## src/rtl/adc_spi_capture.sv

```systemverilog
// Serial-ADC front end: generates cs/sclk, shifts in one frame per sample
// period, drops the leading bits, optionally converts offset-binary to two's
// complement, optionally block-averages, and presents a widened sample with
// a one-cycle valid strobe.
module adc_spi_capture #(
    parameter int unsigned ADC_BITS      = 12,
    parameter int unsigned LEAD_ZEROS    = 4,
    parameter int unsigned OUT_BITS      = 16,
    parameter int unsigned CLK_DIV       = 4,
    parameter int unsigned SAMPLE_PERIOD = 200,
    parameter int unsigned SIGNED_MODE   = 1,
    parameter int unsigned AVG_LOG2      = 0
) (
    input  logic                       clk,
    input  logic                       rst,
    input  logic                       en,
    input  logic                       sdata,
    output logic                       cs,
    output logic                       sclk,
    output logic                       busy,
    output logic [ADC_BITS-1:0]        dato_raw,
    output logic signed [OUT_BITS-1:0] dato_final,
    output logic                       dato_valid
);

    localparam int unsigned FRAME_BITS = LEAD_ZEROS + ADC_BITS;
    localparam int unsigned PER_W      = (SAMPLE_PERIOD > 1) ? $clog2(SAMPLE_PERIOD) : 1;
    localparam int unsigned DIV_W      = (CLK_DIV > 1) ? $clog2(CLK_DIV) : 1;
    localparam int unsigned BIT_W      = $clog2(FRAME_BITS + 1);
    localparam int unsigned ACC_W      = ADC_BITS + AVG_LOG2;
    localparam int unsigned CNT_W      = (AVG_LOG2 > 0) ? AVG_LOG2 : 1;

    typedef enum logic [1:0] {
        IDLE = 2'd0,
        LOW  = 2'd1,
        HIGH = 2'd2,
        TAIL = 2'd3
    } state_t;

    state_t              state_q;
    state_t              state_d;
    logic [PER_W-1:0]    per_cnt;
    logic [DIV_W-1:0]    div_cnt;
    logic [BIT_W-1:0]    bit_cnt;
    logic [ADC_BITS-1:0] shreg;
    logic                done_q;
    logic [ADC_BITS-1:0] conv_q;
    logic                conv_v;
    logic [ACC_W-1:0]    acc_q;
    logic [CNT_W-1:0]    avg_cnt;

    logic                cs_d;
    logic                sclk_d;
    logic                busy_d;
    logic                start_c;
    logic                sample_c;
    logic                div_end_c;
    logic                last_bit_c;
    logic [ADC_BITS-1:0] conv_c;
    logic [ACC_W-1:0]    conv_ext_c;
    logic [ACC_W-1:0]    acc_sum_c;
    logic [ADC_BITS-1:0] avg_c;
    logic [OUT_BITS-1:0] final_c;
    logic                block_end_c;

    assign div_end_c  = (div_cnt == DIV_W'(CLK_DIV - 1));
    assign last_bit_c = (bit_cnt == BIT_W'(FRAME_BITS - 1));

    // Sample-period counter; parked at zero while sampling is disabled
    always_ff @(posedge clk or negedge rst) begin
        if (!rst) begin
            per_cnt <= '0;
        end else if (!en) begin
            per_cnt <= '0;
        end else if (per_cnt == PER_W'(SAMPLE_PERIOD - 1)) begin
            per_cnt <= '0;
        end else begin
            per_cnt <= per_cnt + PER_W'(1);
        end
    end

    // FSM state and registered pin outputs
    always_ff @(posedge clk or negedge rst) begin
        if (!rst) begin
            state_q <= IDLE;
            cs      <= 1'b1;
            sclk    <= 1'b1;
            busy    <= 1'b0;
        end else begin
            state_q <= state_d;
            cs      <= cs_d;
            sclk    <= sclk_d;
            busy    <= busy_d;
        end
    end

    // Next-state and pin values; LOW with sclk still high is the lead-in half period
    always_comb begin
        state_d  = state_q;
        cs_d     = cs;
        sclk_d   = sclk;
        busy_d   = busy;
        start_c  = 1'b0;
        sample_c = 1'b0;
        case (state_q)
            IDLE: begin
                cs_d   = 1'b1;
                sclk_d = 1'b1;
                busy_d = 1'b0;
                if (en && (per_cnt == '0)) begin
                    state_d = LOW;
                    cs_d    = 1'b0;
                    busy_d  = 1'b1;
                    start_c = 1'b1;
                end
            end
            LOW: begin
                if (div_end_c) begin
                    if (sclk) begin
                        sclk_d = 1'b0;
                    end else begin
                        sclk_d   = 1'b1;
                        sample_c = 1'b1;
                        state_d  = last_bit_c ? TAIL : HIGH;
                    end
                end
            end
            HIGH: begin
                if (div_end_c) begin
                    sclk_d  = 1'b0;
                    state_d = LOW;
                end
            end
            TAIL: begin
                if (div_end_c) begin
                    cs_d    = 1'b1;
                    busy_d  = 1'b0;
                    state_d = IDLE;
                end
            end
            default: begin
                state_d = IDLE;
            end
        endcase
    end

    // Half-period timer and frame bit counter
    always_ff @(posedge clk or negedge rst) begin
        if (!rst) begin
            div_cnt <= '0;
            bit_cnt <= '0;
        end else begin
            if ((state_q == IDLE) || div_end_c) begin
                div_cnt <= '0;
            end else begin
                div_cnt <= div_cnt + DIV_W'(1);
            end
            if (start_c) begin
                bit_cnt <= '0;
            end else if (sample_c) begin
                bit_cnt <= bit_cnt + BIT_W'(1);
            end
        end
    end

    // Shift register; the lead bits fall off the top once the whole frame is in
    always_ff @(posedge clk or negedge rst) begin
        if (!rst) begin
            shreg  <= '0;
            done_q <= 1'b0;
        end else begin
            done_q <= sample_c && last_bit_c;
            if (start_c) begin
                shreg <= '0;
            end else if (sample_c) begin
                shreg <= {shreg[ADC_BITS-2:0], sdata};
            end
        end
    end

    assign conv_c = (SIGNED_MODE != 0) ? {~shreg[ADC_BITS-1], shreg[ADC_BITS-2:0]} : shreg;

    // Stage 1: publish raw code and latch the converted value
    always_ff @(posedge clk or negedge rst) begin
        if (!rst) begin
            dato_raw <= '0;
            conv_q   <= '0;
            conv_v   <= 1'b0;
        end else begin
            conv_v <= done_q;
            if (done_q) begin
                dato_raw <= shreg;
                conv_q   <= conv_c;
            end
        end
    end

    assign conv_ext_c  = (SIGNED_MODE != 0) ? ACC_W'($signed(conv_q)) : ACC_W'(conv_q);
    assign acc_sum_c   = acc_q + conv_ext_c;
    assign avg_c       = (SIGNED_MODE != 0) ? ADC_BITS'($signed(acc_sum_c) >>> AVG_LOG2)
                                            : ADC_BITS'(acc_sum_c >> AVG_LOG2);
    assign final_c     = (SIGNED_MODE != 0) ? OUT_BITS'($signed(avg_c)) : OUT_BITS'(avg_c);
    assign block_end_c = (avg_cnt == CNT_W'((1 << AVG_LOG2) - 1));

    // Stage 2: accumulate and emit at block end; with no averaging every sample ends a block
    always_ff @(posedge clk or negedge rst) begin
        if (!rst) begin
            acc_q      <= '0;
            avg_cnt    <= '0;
            dato_final <= '0;
            dato_valid <= 1'b0;
        end else begin
            dato_valid <= 1'b0;
            if (conv_v) begin
                if (block_end_c) begin
                    acc_q      <= '0;
                    avg_cnt    <= '0;
                    dato_final <= final_c;
                    dato_valid <= 1'b1;
                end else begin
                    acc_q   <= acc_sum_c;
                    avg_cnt <= avg_cnt + CNT_W'(1);
                end
            end else if ((state_q == IDLE) && !en) begin
                acc_q   <= '0;
                avg_cnt <= '0;
            end
        end
    end

endmodule

```

## config.mk

```make
export PLATFORM = sky130hd
export DESIGN_NAME = adc_spi_capture
export DESIGN_NICKNAME = d
export VERILOG_FILES = /design/src/rtl/adc_spi_capture.sv
export SDC_FILE = /design/constraint.sdc
export NUM_CORES = 1
export LEC_CHECK = 0
export ABC_AREA = 1
export BUFFER_PORTS_ARGS = -buffer_cell sky130_fd_sc_hd__buf_2
export CELL_PAD_IN_SITES_DETAIL_PLACEMENT = 1
export CELL_PAD_IN_SITES_GLOBAL_PLACEMENT = 2
export CORE_UTILIZATION = 31
export DETAILED_ROUTE_END_ITERATION = 7
export PLACE_DENSITY_LB_ADDON = 0.1
export SKIP_LAST_GASP = 1
export SYNTH_ARGS = -nofsm -noshare
export SYNTH_HDL_FRONTEND = slang
export SYNTH_SLANG_ARGS = --single-unit
export TNS_END_PERCENT = 1
```

## constraint.sdc

```tcl
create_clock -name clk -period 1.3 [get_ports clk]
set_clock_uncertainty 0.05 [all_clocks]
set_input_delay 0.13 -clock clk [delete_from_list [all_inputs] [get_ports clk]]
set_output_delay 0.13 -clock clk [all_outputs]
set_load 0.1 [all_outputs]
```

==> results of run 1 <==
power by group:
group          total (mW)  leakage, nW  switching (mW)  internal (mW)
registers            2.07        0.822          0.0831           1.99
logic                1.14         1.12           0.670          0.469
clock network        1.53       0.0884           0.736          0.790
flip-flops by register name (all words and copies together), names as in the netlist, 2 cells and up:
register    cells
state_q         2
dato_raw       12
dato_final     12
shreg          12
bit_cnt         5
per_cnt         8
div_cnt         2
cells by family (layout without fill, tap and decap cells):
logic type	count (synthesis)	in the layout	share of synthesized area, %
buffers and inverters	78	142	13.5
XOR/XNOR	1	1	0.314
adder cells (fa/ha/maj)	5	5	2.24
multiplexers	8	8	3.23
flip-flops	60	60	53.9
AO/OA/AOI/OAI	31	31	6.02
AND/OR/NAND/NOR	135	135	20.8
metrics by stage:
| stage | util [%] | power, mW | area (um2) | instances |
|---|---|---|---|---|
| after global routing | 42.5 | 5.02 | 3710 | 490 |
| after CTS | 41.7 | 4.81 | 3630 | 489 |
| after detailed placement | 39.3 | 3.22 | 3430 | 471 |
| final | 42.5 | 4.73 | 3710 | 490 |
| after floorplan | - | 2.70 | 2800 | 318 |
| after global placement | 39.3 | 3.21 | 3430 | 471 |
cells in the final DEF, fill, tap and decap left out, drive strengths merged, types with 2 or more instances in the layout:
cell type	instances
clkinv	2
nor3	3
dfrtp	58
a21oi	15
clkbuf	13
dfstp	2
ha	5
inv	54
nand3	18
o21ai	12
nand4	3
clkinvlp	2
mux2	8
buf	70
nor2	42
nand2	68
final cells by class:
cell class	count	area share (%)
clock inverters	4	0.675
well taps	108	3.65
clock buffers	12	4.19
inverters	54	5.47
repair buffers	72	19.5
multi-input cells	180	25.8
flip-flops and latches	60	40.7
layer usage:
metal / wire (um) / global-route usage, % / share of wire, % / vias up
met3: 158 / 3.47 / 2.5 / 8
li1: - / - / - / 1078
met4: 100 / 5.86 / 1.6 / 0
met1: 2910 / 18.3 / 46 / 1061
met5: 0 / 0 / 0 / -
met2: 3110 / 24.8 / 50 / 30
worst max-delay path: stages (launching register included):
cell	delay [ns]
dfstp_4	0.62
buf_6	0.10
buf_12	0.16
what timing repair did:
item	CTS	global route
pin swaps	0	5
cloned	0	1
buffers inserted	1	0
hold buffers	1	0
setup endpoints to repair	37	52
resized for setup	2	17
endpoints found under the hold margin	14	0
final timing paths:
kind | slack [ns] | start | cells after the start | end
min in group asynchronous | 0.21 | rst | 2 | dato_raw[11]
worst min-delay path | 0.11 | sdata | 5 | shreg[0]
worst max-delay path | -0.09 | sclk | 2 | sclk
max in group asynchronous | 0.43 | rst | 3 | cs
worst min register to register | 0.44 | shreg[2] | 2 | dato_raw[2]
worst max register to register | -0.05 | sclk | 7 | bit_cnt[0]
==> results.yml, run 1 <==
sta:
  hold_viol_final: 0
  rsz0062_at_grt: "true"
  final_max_slew_viol_count: 0
  tightest_slew_ns: 0.486
  max_freq_mhz: 718
  tns_ns: -0.701
  finalSetupViolations: 22
  final.period_utilization_pct: 107
  layout_setup_ws_ns: -0.0931
  hold_ws_ns: 0.107
  fin_crit_ns: 1.39
  maxSlewHeadroom_pct: 67.9
die:
  die-area_mm2: 0.00938
  core_region_area_mm2: 0.00872
  num_rows: 34
  start_util_pct: 32.0
  io_pins: 36
  fp.dieW_um: 96.8
  fp.dieH_um: 96.8
yosys:
  yosys-top-cells-area: "dfrtp_1, nand2_1, inv_1, nor2_1, buf_4"
  synthCells: 318
  synth_warnings: 0
  synth.distinct_cells: 28
  synth_edf_count: 0
  synth-main-ff-cell: "dfrtp_1"
  yosys.area.top_type: "dfrtp_1"
  ys_ff_latch: 60
  synth_nets: 327
  postSynthAreaPerCell_um2: 8.77
  syn_area_mm2: 0.00279
  synthArstFlopShare_pct: 100
  yosysMostFrequentCell: "nand2_1"
  ys_seq_area_share_pct: 53.9
  yosys.area.top_type_share_pct: 52.1
  synth_commonest_cells: "nand2_1, dfrtp_1, inv_1, nor2_1, nand3_1"
run_status:
  status: "complete, but fails checks"
  violations: "negative setup slack"
placement:
  pre_cts_ws_ns: -0.104
  numPortBuffers: 35
  gp_congestion: 0.733
  dpl.hpwl_um: 4590
global_route:
  grt_pass1_wl_um: 10900
  track_usage_pct: 14.8
  grt_max_degree: 24
  first_global_vias: 2291
  grt_antenna_before_repair: 0
  gr-total-overflow: 0
layout:
  fill_cells: 1033
  area_delta_synth_final_pct: 32.9
  layout-drive-gt1-share_pct: 32.2
  register_area_mm2: 0.00151
  final_nets: 386
  multi_input_area_um2: 956
  diodes: 0
routing:
  wl_per_cell_um: 12.8
  totalWireLength_um: 6280
  drc_errors: 0
  vias: 2177
  first_iter_violations: 25
  vias_per_cell: 4.44
  drtPass1Iterations: 3
  ant_nets: 0
cts:
  cts_sinks: 60
  clock_tree.buffer_depth: 2
  cts_made_buffers: 9
  worstSkewPairLatency_ns: 0.33
  clk_pin_slew_worst_paths_ns: 0.07
  cts_root_buffer: "clkbuf_8"
  cts_tree: "yes"
  h-tree-depth: 3
worst_setup_path:
  crit_path_max_fanout: 2
  endpoint_kind: "primary output"
  worstSetupPathType: "reg -> out"
  startpoint_type: "flop"
  cp.arrival_ns: 1.21
  critPathRequiredTime_ns: 1.12
pwr:
  ir_drop_v: 0.00101
  leakage_nw: 2.03
  powerDensity_mw_per_mm2: 1280
worst_hold_path:
  hold_path.class: "in -> reg"
flow_run:
  max_cap_viol_count: 0
No activity file was read; power rests on OpenSTA's default activity.
==> run 2: changes to the inputs <==
Settings changed: ABC_AREA 1 to not set, CELL_PAD_IN_SITES_DETAIL_PLACEMENT 1 to 2, CORE_UTILIZATION 31 to 34.
==> run 2 against run 1 <==
  * The flow still finishes with violations (negative setup slack)
  * Global-route usage increased by 2.5 points
  * Highest routed layer unchanged
  * Largest power group unchanged
  * Sequential cell count unchanged
  * Sequential share of layout area increased by 3.0 points
  * Clock power increased by 8%
==> results.yml, run 2 <==
run_status:
  status: "complete, but fails checks"
  violations: "negative setup slack"
routing:
  ant_nets: 0
  first_iter_violations: 46
  vias: 1830
  drc_errors: 0
  totalWireLength_um: 6010
  wl_per_cell_um: 15.8
  drtPass1Iterations: 4
  vias_per_cell: 4.80
worst_hold_path:
  min_from: "en"
  hold_path.class: "in -> reg"
layout:
  utilization_pct: 47.1
  reg.largest.list: "dato_final (12), dato_raw (12), shreg (12)"
  fill_cells: 755
  final_common_cell: "dfrtp_1"
  register_area_mm2: 0.00151
  fin_area_mm2: 0.00345
  layout-drive-gt1-share_pct: 42.9
  multi_input_area_um2: 947
  layout.cells.non_filler: 381
  final_cell_mix: "dfrtp_1, nand2_1, buf_4"
  area_delta_synth_final_pct: 33.1
  final_nets: 287
  diodes: 0
worst_setup_path:
  crit_path_top_delay_cell: "dfstp_4"
  endpoint_kind: "primary output"
  cp-startpoint: "sclk"
  cp.arrival_ns: 1.22
  max_stage_delay_ns: 0.62
  crit_path_max_fanout: 3
  path_cells: "buf_6 > buf_12"
  startpoint_type: "flop"
  critPathRequiredTime_ns: 1.12
  worstSetupPathType: "reg -> out"
  r2r-start: "sclk"
  path_delay_family: "flip-flops"
  path_buf_inv: 2
die:
  io_pins: 36
  die-area_mm2: 0.00798
  start_util_pct: 35.4
  fp.dieH_um: 89.3
  num_rows: 31
  fp.dieW_um: 89.3
  core_region_area_mm2: 0.00733
yosys:
  synth-main-ff-cell: "dfrtp_1"
  yosys.area.top_type_share_pct: 56.0
  synth_warnings: 0
  ys_ff_latch: 60
  yosys.area.top_type: "dfrtp_1"
  syn_area_mm2: 0.00259
  synthCells: 224
  synth_nets: 233
  yosys-top-cells-area: "dfrtp_1, mux2_2, buf_4, nand2_1, a21oi_1"
  postSynthAreaPerCell_um2: 11.6
  ys_seq_area_share_pct: 58.0
  synthArstFlopShare_pct: 100
  synth.distinct_cells: 38
  yosysMostFrequentCell: "dfrtp_1"
  synth_edf_count: 0
  synth_commonest_cells: "dfrtp_1, nand2_1, mux2_2, a21oi_1, buf_4"
cts:
  cts_root_buffer: "clkbuf_8"
  cts_tree: "yes"
  clk_pin_slew_worst_paths_ns: 0.06
  clock_tree.buffer_depth: 2
  h-tree-depth: 3
  worstSkewPairLatency_ns: 0.34
  cts_made_buffers: 9
  cts_sinks: 60
placement:
  pre_cts_ws_ns: -0.138
  dpl.hpwl_um: 4020
  dpl.cell_count: 359
  gp_congestion: 0.698
  numPortBuffers: 35
  place_area_mm2: 0.00312
flow_run:
  max_cap_viol_count: 0
sta:
  final.period_utilization_pct: 108
  max_freq_mhz: 713
  fin_crit_ns: 1.40
  hold_ws_ns: 0.123
  layout_setup_ws_ns: -0.102
  hold_viol_final: 0
  tightest_slew_ns: 0.494
  final_max_slew_viol_count: 0
  finalSetupViolations: 32
  rsz0062_at_grt: "true"
  maxSlewHeadroom_pct: 67.3
  tns_ns: -1.40
global_route:
  first_global_vias: 1981
  track_usage_pct: 17.3
  grt_antenna_before_repair: 0
  grt_pass1_wl_um: 9980
  grt_max_degree: 61
  gr-total-overflow: 0
pwr:
  powerDensity_mw_per_mm2: 1610
  totalPowerFinal_mw: 5.56
  ir_drop_v: 0.00105
  leakage_nw: 1.69
run 2: cell count changes after synthesis, moves of 4 or more:
cell	change
and3_1	+5
buf_2	+6
inv_1	-45
mux2_2	+16
nand2_1	-33
nand2_2	-5
nand3_1	-13
nor2_1	-28
nor2_2	-4
o21ai_0	-8
run 2: final timing paths:
kind	cells after the start	endpoint	slack [ns]
min reg2reg	1	busy	0.44
max in group asynchronous	3	sclk	0.58
min in group asynchronous	3	shreg[4]	0.30
min	3	per_cnt[1]	0.12
max reg2reg	4	bit_cnt[0]	-0.10
max	2	sclk	-0.10
run 2: cell families after synthesis:
| kind of cell | synth area share (%) |
|---|---|
| xor gates and xnor gates | 1.35 |
| AOI/OAI and AO/OA | 7.24 |
| muxes | 10.8 |
| adders and majority gates | 2.41 |
| and+or+nand+nor | 12.2 |
| buffers and inverters | 7.96 |
| DFF | 58.0 |
run 2: timing repair:
item,CTS,global route
hold buffers,2,0
setup buffers,3,2
gates resized for setup,7,9
pin swaps,2,2
endpoints found under the hold margin,59,0
endpoints found under the setup margin,48,55
run 2: layer usage:
metal	GRT usage, %	share of wire (%)	up-vias
met4	6.49	1.4	0
met5	0	0	-
li1	-	-	852
met3	5.26	3.8	8
met1	21.2	43	931
met2	28.7	51	39
run 2: cell type report:
class                   instances  area share (%)
clock buffers                  10            3.99
clock inverters                 5            1.52
inverters                       8           0.871
multi-input cells             130            27.5
flip-flops and latches         60            43.7
well taps                      99            3.59
repair buffers                 69            18.8
run 2: power breakdown:
group / switching [mW] / leakage (nW) / total (mW) / internal [mW]
logic: 0.797 / 0.776 / 1.43 / 0.636
registers: 0.274 / 0.812 / 2.48 / 2.20
clock network: 0.737 / 0.0979 / 1.65 / 0.916
run 2: worst reg2reg max path, stage by stage, from the launching register on:
cell      delay, ns
dfstp_4        0.62
and4bb_1       0.25
buf_4          0.16
xnor2_1        0.16
nor2_1         0.06
==> run 3: changes to the inputs <==
Settings changed: TNS_END_PERCENT 1 to 10.
==> run 3 against run 2 <==
  * The run still ends with negative setup slack left
  * Hold slack worse by 0.0060 ns
  * Setup slack worse by 0.026 ns
  * Sequential share of layout area down 0.81 points
  * Sequential power hardly changed
  * Final area grew 1.8%
  * Critical path depth rose by 2
  * Die area unchanged
  * Combinational power rose by 7%
  * Highest routed layer unchanged
==> results.yml, run 3 (synthesis gave the netlist of run 2 again) <==
worst_setup_path:
  crit_path_top_delay_cell: "dfrtp_1"
  critPathRequiredTime_ns: 1.52
  cp.arrival_ns: 1.65
  worstSetupPathType: "reg -> reg"
  endpoint_kind: "flop"
  path_cells: "ha_4 > nand4bb_4 > or3_1 > a21oi_2"
  max_stage_delay_ns: 0.42
  crit_path_max_fanout: 6
  startpoint_type: "flop"
sta:
  layout_setup_ws_ns: -0.128
  fin_crit_ns: 1.43
  final_max_slew_viol_count: 0
  finalSetupViolations: 37
  tns_ns: -1.93
  rsz0062_at_grt: "true"
  max_freq_mhz: 701
  maxSlewHeadroom_pct: 67.3
  final.period_utilization_pct: 110
  hold_ws_ns: 0.117
  hold_viol_final: 0
  tightest_slew_ns: 0.493
run_status:
  status: "complete, but fails checks"
  violations: "negative setup slack"
placement:
  dpl.hpwl_um: 4130
  gp_congestion: 0.696
  numPortBuffers: 35
pwr:
  swShare_pct: 33.7
  seqPwrFrac_pct: 45.6
  leakage_nw: 1.72
  p_int_mw: 3.63
  switching_power_mw: 1.84
  combPwrFrac_pct: 27.9
  ir_drop_v: 0.00109
  clockPowerShare_pct: 26.4
  powerDensity_mw_per_mm2: 1560
global_route:
  grt_pass1_wl_um: 9160
  first_global_vias: 1853
  grt_antenna_before_repair: 0
  grt_max_degree: 32
  track_usage_pct: 15.9
  gr-total-overflow: 0
die:
  fp.dieW_um: 89.3
  die-area_mm2: 0.00798
  start_util_pct: 35.4
  fp.dieH_um: 89.3
  io_pins: 36
  num_rows: 31
  core_region_area_mm2: 0.00733
layout:
  final_cell_mix: "dfrtp_1, nand2_1, buf_4"
  final_nets: 290
  diodes: 0
  fill_cells: 747
  final_common_cell: "dfrtp_1"
  reg.largest.list: "dato_final (12), dato_raw (12), shreg (12)"
  layout-drive-gt1-share_pct: 43.0
  area_delta_synth_final_pct: 35.5
cts:
  cts_sinks: 60
  cts_root_buffer: "clkbuf_8"
  cts_tree: "yes"
  clk_pin_slew_worst_paths_ns: 0.07
  clock_tree.buffer_depth: 2
  h-tree-depth: 3
  worstSkewPairLatency_ns: 0.34
  cts_made_buffers: 9
routing:
  drc_errors: 0
  totalWireLength_um: 6170
  vias_per_cell: 4.77
  drtPass1Iterations: 3
  wl_per_cell_um: 16.0
  vias: 1837
  ant_nets: 0
  first_iter_violations: 60
worst_hold_path:
  hold_path.class: "in -> reg"
flow_run:
  max_cap_viol_count: 0
-- run 3: final cells by class --
class                           count  area, um2  area share, %
Tap cell                           99        124           3.53
Clock inverter                      5       27.5          0.784
Timing Repair Buffer               72        736           20.9
Inverter                            8       30.0          0.855
Multi-Input combinational cell    130        946           26.9
Clock buffer                       11        141           4.03
Sequential cell                    60       1510           42.9
-- run 3: worst max-delay path, delay by kind of cell (launching register included) --
family,cells,cell delay (ns)
simple gates,2,0.57
flops,1,0.42
fa+ha+maj,1,0.19
compound gates,1,0.14
-- run 3: what timing repair did --
action / in CTS / in global routing
hold buffers: 2 / 0
setup endpoints to repair: 46 / 54
pin swaps: 1 / 4
gates cloned: 0 / 2
gates resized for setup: 3 / 14
endpoints found under the hold margin: 28 / 0
setup buffers: 0 / 3
-- run 3: power by group through the flow --
stage	logic, mW	registers [mW]	clock network [mW]
after floorplan	0.562	2.70	0
after global placement	1.28	2.47	0
after detailed placement	1.32	2.49	0
after CTS	1.34	2.46	1.51
after global routing	1.68	2.54	1.59
final	1.53	2.50	1.45
-- run 3: metrics by stage --
step	std cells	worst slack [ns]	power, mW	instance area, um2	utilization (%)
after floorplan	224	-0.281	3.26	2610	-
after global placement	362	-0.111	3.74	3170	43.3
after detailed placement	362	-0.145	3.81	3170	43.3
after CTS	380	-0.147	5.31	3370	45.9
after global routing	385	-0.191	5.81	3510	47.9
final	385	-0.128	5.48	3510	47.9
-- run 3: worst paths after layout --
| check | start | end | slack [ns] | cells past startpoint |
|---|---|---|---|---|
| setup reg to reg | div_cnt[0] | bit_cnt[2] | -0.13 | 4 |
| hold reg to reg | busy | busy | 0.43 | 1 |
| setup / recovery | div_cnt[0] | bit_cnt[2] | -0.13 | 4 |
| min in group asynchronous | rst | dato_raw[2] | 0.20 | 2 |
| hold / removal | en | per_cnt[1] | 0.12 | 3 |
| max in group asynchronous | rst | sclk | 0.48 | 3 |
-- run 3: routing by layer --
metal / share of wire, % / routed length [um] / track usage [%]
met5: 0 / 0 / 0
met3: 2.6 / 163 / 3.05
met4: 2.2 / 138 / 9.96
met2: 53 / 3240 / 25.9
met1: 43 / 2620 / 19.6
